==> config.mk <==
export PLATFORM = sky130hd
export DESIGN_NAME = config_loader
export DESIGN_NICKNAME = d
export VERILOG_FILES = /design/src/rtl/config_loader_pkg.sv /design/src/rtl/config_loader.sv
export SDC_FILE = /design/constraint.sdc
export NUM_CORES = 1
export LEC_CHECK = 0
export CORE_AREA = 2 2 402 404
export DETAILED_ROUTE_END_ITERATION = 10
export DIE_AREA = 0 0 404 406
export GPL_TIMING_DRIVEN = 0
export PLACE_DENSITY = 0.36
export SYNTH_ARGS = -nofsm -noshare
export SYNTH_HDL_FRONTEND = slang
export SYNTH_SLANG_ARGS = --single-unit
export TNS_END_PERCENT = 5
==> constraint.sdc <==
create_clock -name clk -period 16.5 [get_ports clk]
set_input_delay 1.65 -clock clk [delete_from_list [all_inputs] [get_ports clk]]
set_output_delay 1.65 -clock clk [all_outputs]
set_load 0.02 [all_outputs]
==> src/rtl/config_loader_pkg.sv <==
// -----------------------------------------------------------------------------
// config_loader_pkg
// Shared types and constants for the config packet loader and control_plane.
//   - cfg_state_e : loader FSM states
//   - cfg_err_e   : error codes reported on err_code
//   - header field offsets and default geometry (phit, columns, address width)
// -----------------------------------------------------------------------------
package config_loader_pkg;

    localparam int CFG_PHIT_SIZE    = 512;
    localparam int CFG_NUM_COL      = 5;
    localparam int CFG_DWIDTH_RFADD = 5;
    localparam int CFG_CNT_W        = 16;

    localparam logic [7:0] CFG_OP_WRITE = 8'hC1;

    // Header phit layout (LSB of each field)
    localparam int HDR_OP_LSB   = 0;
    localparam int HDR_COL_LSB  = 8;
    localparam int HDR_ADDR_LSB = 16;
    localparam int HDR_CNT_LSB  = 24;

    typedef enum logic [1:0] {
        S_HDR   = 2'd0,
        S_DATA  = 2'd1,
        S_DRAIN = 2'd2
    } cfg_state_e;

    typedef enum logic [1:0] {
        ERR_OPCODE = 2'd0,
        ERR_COLUMN = 2'd1,
        ERR_SHORT  = 2'd2,
        ERR_LONG   = 2'd3
    } cfg_err_e;

endpackage

==> src/rtl/config_loader.sv <==
// -----------------------------------------------------------------------------
// config_loader
// Parses config packets arriving on a phit-wide stream and turns them into
// row writes on the state_table / config_table write port.
//
// Ports
//   clk, rst            clock, asynchronous active-high reset
//   s_tdata/s_tvalid/   input stream; s_tready depends only on hold
//   s_tready/s_tlast
//   hold                sequencer is reading tables: stop accepting beats
//   wr_add/wr_en/       registered table write port, wr_en one-hot per column
//   wr_data
//   busy                packet in progress (FSM not waiting for a header)
//   load_done           1-cycle pulse, packet written completely
//   err_valid/err_code  1-cycle error pulse; code holds between pulses
// -----------------------------------------------------------------------------
module config_loader
    import config_loader_pkg::*;
#(
    parameter int phit_size    = CFG_PHIT_SIZE,
    parameter int num_col      = CFG_NUM_COL,
    parameter int dwidth_RFadd = CFG_DWIDTH_RFADD,
    parameter int CNT_W        = CFG_CNT_W
) (
    input  logic                    clk,
    input  logic                    rst,
    input  logic [phit_size-1:0]    s_tdata,
    input  logic                    s_tvalid,
    output logic                    s_tready,
    input  logic                    s_tlast,
    input  logic                    hold,
    output logic [dwidth_RFadd-1:0] wr_add,
    output logic [num_col-1:0]      wr_en,
    output logic [phit_size-1:0]    wr_data,
    output logic                    busy,
    output logic                    load_done,
    output logic                    err_valid,
    output logic [1:0]              err_code
);

    localparam logic [7:0]         COL_LIMIT = 8'(num_col);
    localparam logic [CNT_W-1:0]   CNT_ONE   = {{(CNT_W-1){1'b0}}, 1'b1};
    localparam logic [num_col-1:0] EN_ONE    = {{(num_col-1){1'b0}}, 1'b1};

    cfg_state_e              r_state,   w_state_nxt;
    logic [7:0]              r_col,     w_col_nxt;
    logic [dwidth_RFadd-1:0] r_addr,    w_addr_nxt;
    logic [CNT_W-1:0]        r_rem,     w_rem_nxt;

    logic [dwidth_RFadd-1:0] r_wr_add,  w_wr_add_nxt;
    logic [num_col-1:0]      r_wr_en,   w_wr_en_nxt;
    logic [phit_size-1:0]    r_wr_data, w_wr_data_nxt;
    logic                    r_done,    w_done_nxt;
    logic                    r_err,     w_err_nxt;
    cfg_err_e                r_code,    w_code_nxt;

    logic                    w_accept;
    logic [7:0]              w_hdr_op;
    logic [7:0]              w_hdr_col;
    logic [dwidth_RFadd-1:0] w_hdr_addr;
    logic [CNT_W-1:0]        w_hdr_cnt;

    // Ready never looks at valid, so upstream can rely on it combinationally.
    assign s_tready = !hold;
    assign w_accept = s_tvalid && !hold;

    // Header decode; only meaningful while in S_HDR.
    assign w_hdr_op   = s_tdata[HDR_OP_LSB   +: 8];
    assign w_hdr_col  = s_tdata[HDR_COL_LSB  +: 8];
    assign w_hdr_addr = s_tdata[HDR_ADDR_LSB +: dwidth_RFadd];
    assign w_hdr_cnt  = s_tdata[HDR_CNT_LSB  +: CNT_W];

    always_comb begin
        w_state_nxt   = r_state;
        w_col_nxt     = r_col;
        w_addr_nxt    = r_addr;
        w_rem_nxt     = r_rem;
        w_wr_add_nxt  = r_wr_add;
        w_wr_en_nxt   = '0;
        w_wr_data_nxt = r_wr_data;
        w_done_nxt    = 1'b0;
        w_err_nxt     = 1'b0;
        w_code_nxt    = r_code;

        if (w_accept) begin
            case (r_state)
                S_HDR: begin
                    if (w_hdr_op != CFG_OP_WRITE) begin
                        w_err_nxt  = 1'b1;
                        w_code_nxt = ERR_OPCODE;
                        if (!s_tlast) w_state_nxt = S_DRAIN;
                    end else if (w_hdr_col >= COL_LIMIT) begin
                        w_err_nxt  = 1'b1;
                        w_code_nxt = ERR_COLUMN;
                        if (!s_tlast) w_state_nxt = S_DRAIN;
                    end else if (w_hdr_cnt == '0) begin
                        // Empty packet: legal only if the header is also the last phit.
                        if (s_tlast) begin
                            w_done_nxt = 1'b1;
                        end else begin
                            w_err_nxt   = 1'b1;
                            w_code_nxt  = ERR_LONG;
                            w_state_nxt = S_DRAIN;
                        end
                    end else if (s_tlast) begin
                        w_err_nxt  = 1'b1;
                        w_code_nxt = ERR_SHORT;
                    end else begin
                        w_col_nxt   = w_hdr_col;
                        w_addr_nxt  = w_hdr_addr;
                        w_rem_nxt   = w_hdr_cnt;
                        w_state_nxt = S_DATA;
                    end
                end

                S_DATA: begin
                    // Every data beat is written, even the one that reveals an error.
                    w_wr_en_nxt   = EN_ONE << r_col;
                    w_wr_add_nxt  = r_addr;
                    w_wr_data_nxt = s_tdata;
                    w_addr_nxt    = r_addr + 1'b1;   // wraps at table depth
                    w_rem_nxt     = r_rem - 1'b1;
                    if (r_rem == CNT_ONE) begin
                        if (s_tlast) begin
                            w_done_nxt  = 1'b1;
                            w_state_nxt = S_HDR;
                        end else begin
                            w_err_nxt   = 1'b1;
                            w_code_nxt  = ERR_LONG;
                            w_state_nxt = S_DRAIN;
                        end
                    end else if (s_tlast) begin
                        w_err_nxt   = 1'b1;
                        w_code_nxt  = ERR_SHORT;
                        w_state_nxt = S_HDR;
                    end
                end

                S_DRAIN: begin
                    if (s_tlast) w_state_nxt = S_HDR;
                end

                default: w_state_nxt = S_HDR;
            endcase
        end
    end

    always_ff @(posedge clk or posedge rst) begin
        if (rst) begin
            r_state   <= S_HDR;
            r_col     <= '0;
            r_addr    <= '0;
            r_rem     <= '0;
            r_wr_add  <= '0;
            r_wr_en   <= '0;
            r_wr_data <= '0;
            r_done    <= 1'b0;
            r_err     <= 1'b0;
            r_code    <= ERR_OPCODE;
        end else begin
            r_state   <= w_state_nxt;
            r_col     <= w_col_nxt;
            r_addr    <= w_addr_nxt;
            r_rem     <= w_rem_nxt;
            r_wr_add  <= w_wr_add_nxt;
            r_wr_en   <= w_wr_en_nxt;
            r_wr_data <= w_wr_data_nxt;
            r_done    <= w_done_nxt;
            r_err     <= w_err_nxt;
            r_code    <= w_code_nxt;
        end
    end

    assign wr_add    = r_wr_add;
    assign wr_en     = r_wr_en;
    assign wr_data   = r_wr_data;
    assign load_done = r_done;
    assign err_valid = r_err;
    assign err_code  = r_code;
    assign busy      = (r_state != S_HDR);

endmodule
==> impl_metrics.yaml <==
outcome:
  status: "finished, final reports clean"
placed_design:
  post-place-ws_ns: 10.63
  gp_congestion: 0.856
  dp.final_hpwl_mm: 103
  io_buffers: 1044
min_path:
  hold_path_end: "wr_data[223]"
  hp-class: "reg -> reg"
  min_from: "wr_data[223]"
  hold_depth: 2
global_routing:
  grt_pass1_wl_mm: 173
  grt-ovfl-total: 0
  grt_pass1_vias: 21428
  antenna_found_initial: 58
  grt_max_degree: 37
  grt_use_total_pct: 15.0
logic_synthesis:
  async_flop_share_pct: 100
  syn_nets: 2968
  syn_area_sq_um: 21500
  syn_avg_cell_area_sq_um: 8.80
  yosysSeqAreaShare_pct: 64.7
  synth_top_area_cell: "dfrtp_1"
  synthCells: 2446
  synthDistinctLibCells: 55
  synth_top_area_share_pct: 64.7
  yosys_warnings: 0
  synth_area_leaders: "dfrtp_1 (65%), nand2_1 (27%), clkbuf_1 (2.2%), o21ai_0 (0.53%), nor2_1 (0.51%)"
  synth_flop_cell: "dfrtp_1"
  synth_edf_count: 0
  ys_ff_latch: 557
floorplan:
  die_w_um: 404
  die_h_um: 406
  io_pins: 1045
  rows: 147
  dieArea_sq_um: 164000
  core-area_sq_um: 160000
  start_util_pct: 13.5
final_layout:
  syn2layout_area_growth_pct: 75.0
  drive_gt1_share_pct: 4.19
  seq_area_sq_um: 13900
  final_core_util_pct: 23.6
  layout_commonest_cell: "nand2_1"
  multi_input_area_sq_um: 7070
  fillers: 17599
  mostFrequentLayoutCells: "nand2_1 (1563), clkdlybuf4s50_1 (1044), dfrtp_1 (557)"
  final_nets: 4111
setup_path:
  rr_endpoint: "wr_data[287]"
  critical_path.endpoint_type: "register"
  critPathArrivalTime_ns: 5.51
  r2r_cells: 8
  critPathKind: "in -> reg"
  cp_data_required_time_ns: 17.10
  rr_startpoint: "r_state[1]"
  cp-start-kind: "input pin"
  r2r_setup_slack_ns: 12.53
  critPathMaxFanout: 10
power_and_ir_drop:
  p_leak_nw: 17.4
  power_mw: 5.94
  powerDensity_nw_per_um2: 158
  irDropWorstVdd_v: 0.0000871
timing:
  setup_viol: 0
  maxSlewViolCount: 0
  maxSlewHeadroom_pct: 10.2
  fin_worst_skew_ns: 0.0496
  timing.fmax_ghz: 0.204
  finalCritPeriodShare_pct: 29.7
  tightest_slew_ns: 1.35
  hold_viol: 0
  rsz0062_at_grt: "false"
  final.min_clock_period_ns: 4.91
  setup_tns_ns: 0
  worst_slack_ns: 11.59
routing:
  routed_wl_mm: 128
  drc: 0
  via_per_inst: 3.63
  vias: 20909
  drtIter0Drc: 943
  drtPass1Iterations: 5
  avgRoutedWirePerCell_um: 22.2
  detail-route-antenna-nets: 0
clock_tree:
  cts-root-buf: "clkbuf_16"
  clk_latency_ns: 0.67
  cts_buffer_depth: 3
  ctsResizeCount: 0
  cts_buffers: 79
  post-cts-setup-buffers: 0
  cts_tree: "built"
  postCtsHoldBufs: 0
  path_clk_slew_ns: 0.05
  cts-htree-levels: 3
  cts.sinks: 557
run:
  drv_cap: 0
logic make-up after synthesis:
| family | count (synthesis) | synth area share, % |
|---|---|---|
| DFF | 557 | 64.7 |
| AOI/OAI and AO/OA | 84 | 2.60 |
| buffers and inverters | 140 | 2.45 |
| and+or+nand+nor | 1652 | 29.5 |
| muxes | 7 | 0.343 |
| adders and majority gates | 6 | 0.337 |
metal layers:
layer  track usage (%)  wire [um]  vias to the layer above
met5                 0        447                        -
met4              7.04       5660                       68
met3              6.02      11700                      231
met2              25.4      62200                      767
met1              16.5      47800                     9948
li1                  -          -                     9895
cells in the mapped netlist, drive strengths merged (2+ instances only):
cell and n:
nand3 9, o22a 3, inv 9, o31ai 7, buf 6, and2 8
or3 3, dfrtp 557, and3 2, o41ai 3, clkbuf 125, nor3 12
nand2 1563, nand2b 3, a31oi 7, mux2i 4, o22ai 5, nor4 10
a211oi 6, nor2 29, or4b 2, mux2 3, o211ai 2, ha 5
a21oi 11, or4 4, a2bb2oi 2, o21ai 24
worst max-delay path, stage by stage:
cell and delay (ns):
clkdlybuf4s50_1 0.55, nand2b_1 0.07, clkbuf_1 0.20, nor2_1 0.89, clkbuf_2 0.61, clkbuf_1 0.66
clkbuf_1 0.62, nand2_1 0.13, nand2_1 0.08
registers in the layout, indices dropped and copies added (netlist names):
register,count
r_addr,5
r_col,8
err_valid,1
load_done,1
err_code,2
wr_data,512
r_rem,16
wr_add,5
r_state,2
wr_en,5
metrics by stage:
step	cell area (sq um)	instances	hold slack (ns)
2_1_floorplan	21500	2446	0.421
3_3_place_gp	34600	5576	0.457
3_5_place_dp	35000	5594	0.456
4_1_cts	37600	5740	0.474
5_1_grt	37700	5747	0.489
6_report	37700	5754	0.469
how the worst max path moves through the flow:
stage | startpoint | endpoint | slack (ns) | depth (start not counted)
5_1_grt | s_tvalid | wr_data[287] | 11.22 | 9
6_report | s_tvalid | wr_data[287] | 11.59 | 9
3_3_place_gp | rst | wr_data[261] | 1.56 | 2
4_1_cts | s_tvalid | wr_data[224] | 11.38 | 9
2_1_floorplan | rst | err_code[0] | 7.27 | 1
3_5_place_dp | s_tvalid | wr_data[224] | 10.63 | 9
report_power, final:
group | internal, mW | switching [mW]
logic | 0.954 | 1.14
registers | 1.79 | 0.273
clock network | 1.06 | 0.724
area by class of cell:
class / count / share of cell area (%)
flip-flops and latches: 557 / 37.0
plain buffers: 131 / 1.32
inverters: 9 / 0.0996
repair buffers: 1062 / 28.7
diodes: 14 / 0.0930
well taps: 2086 / 6.93
clock buffers: 122 / 6.18
multi-input cells: 1749 / 18.8
clock inverters: 24 / 0.940
Note: power is estimated with default switching activity, not from simulation.
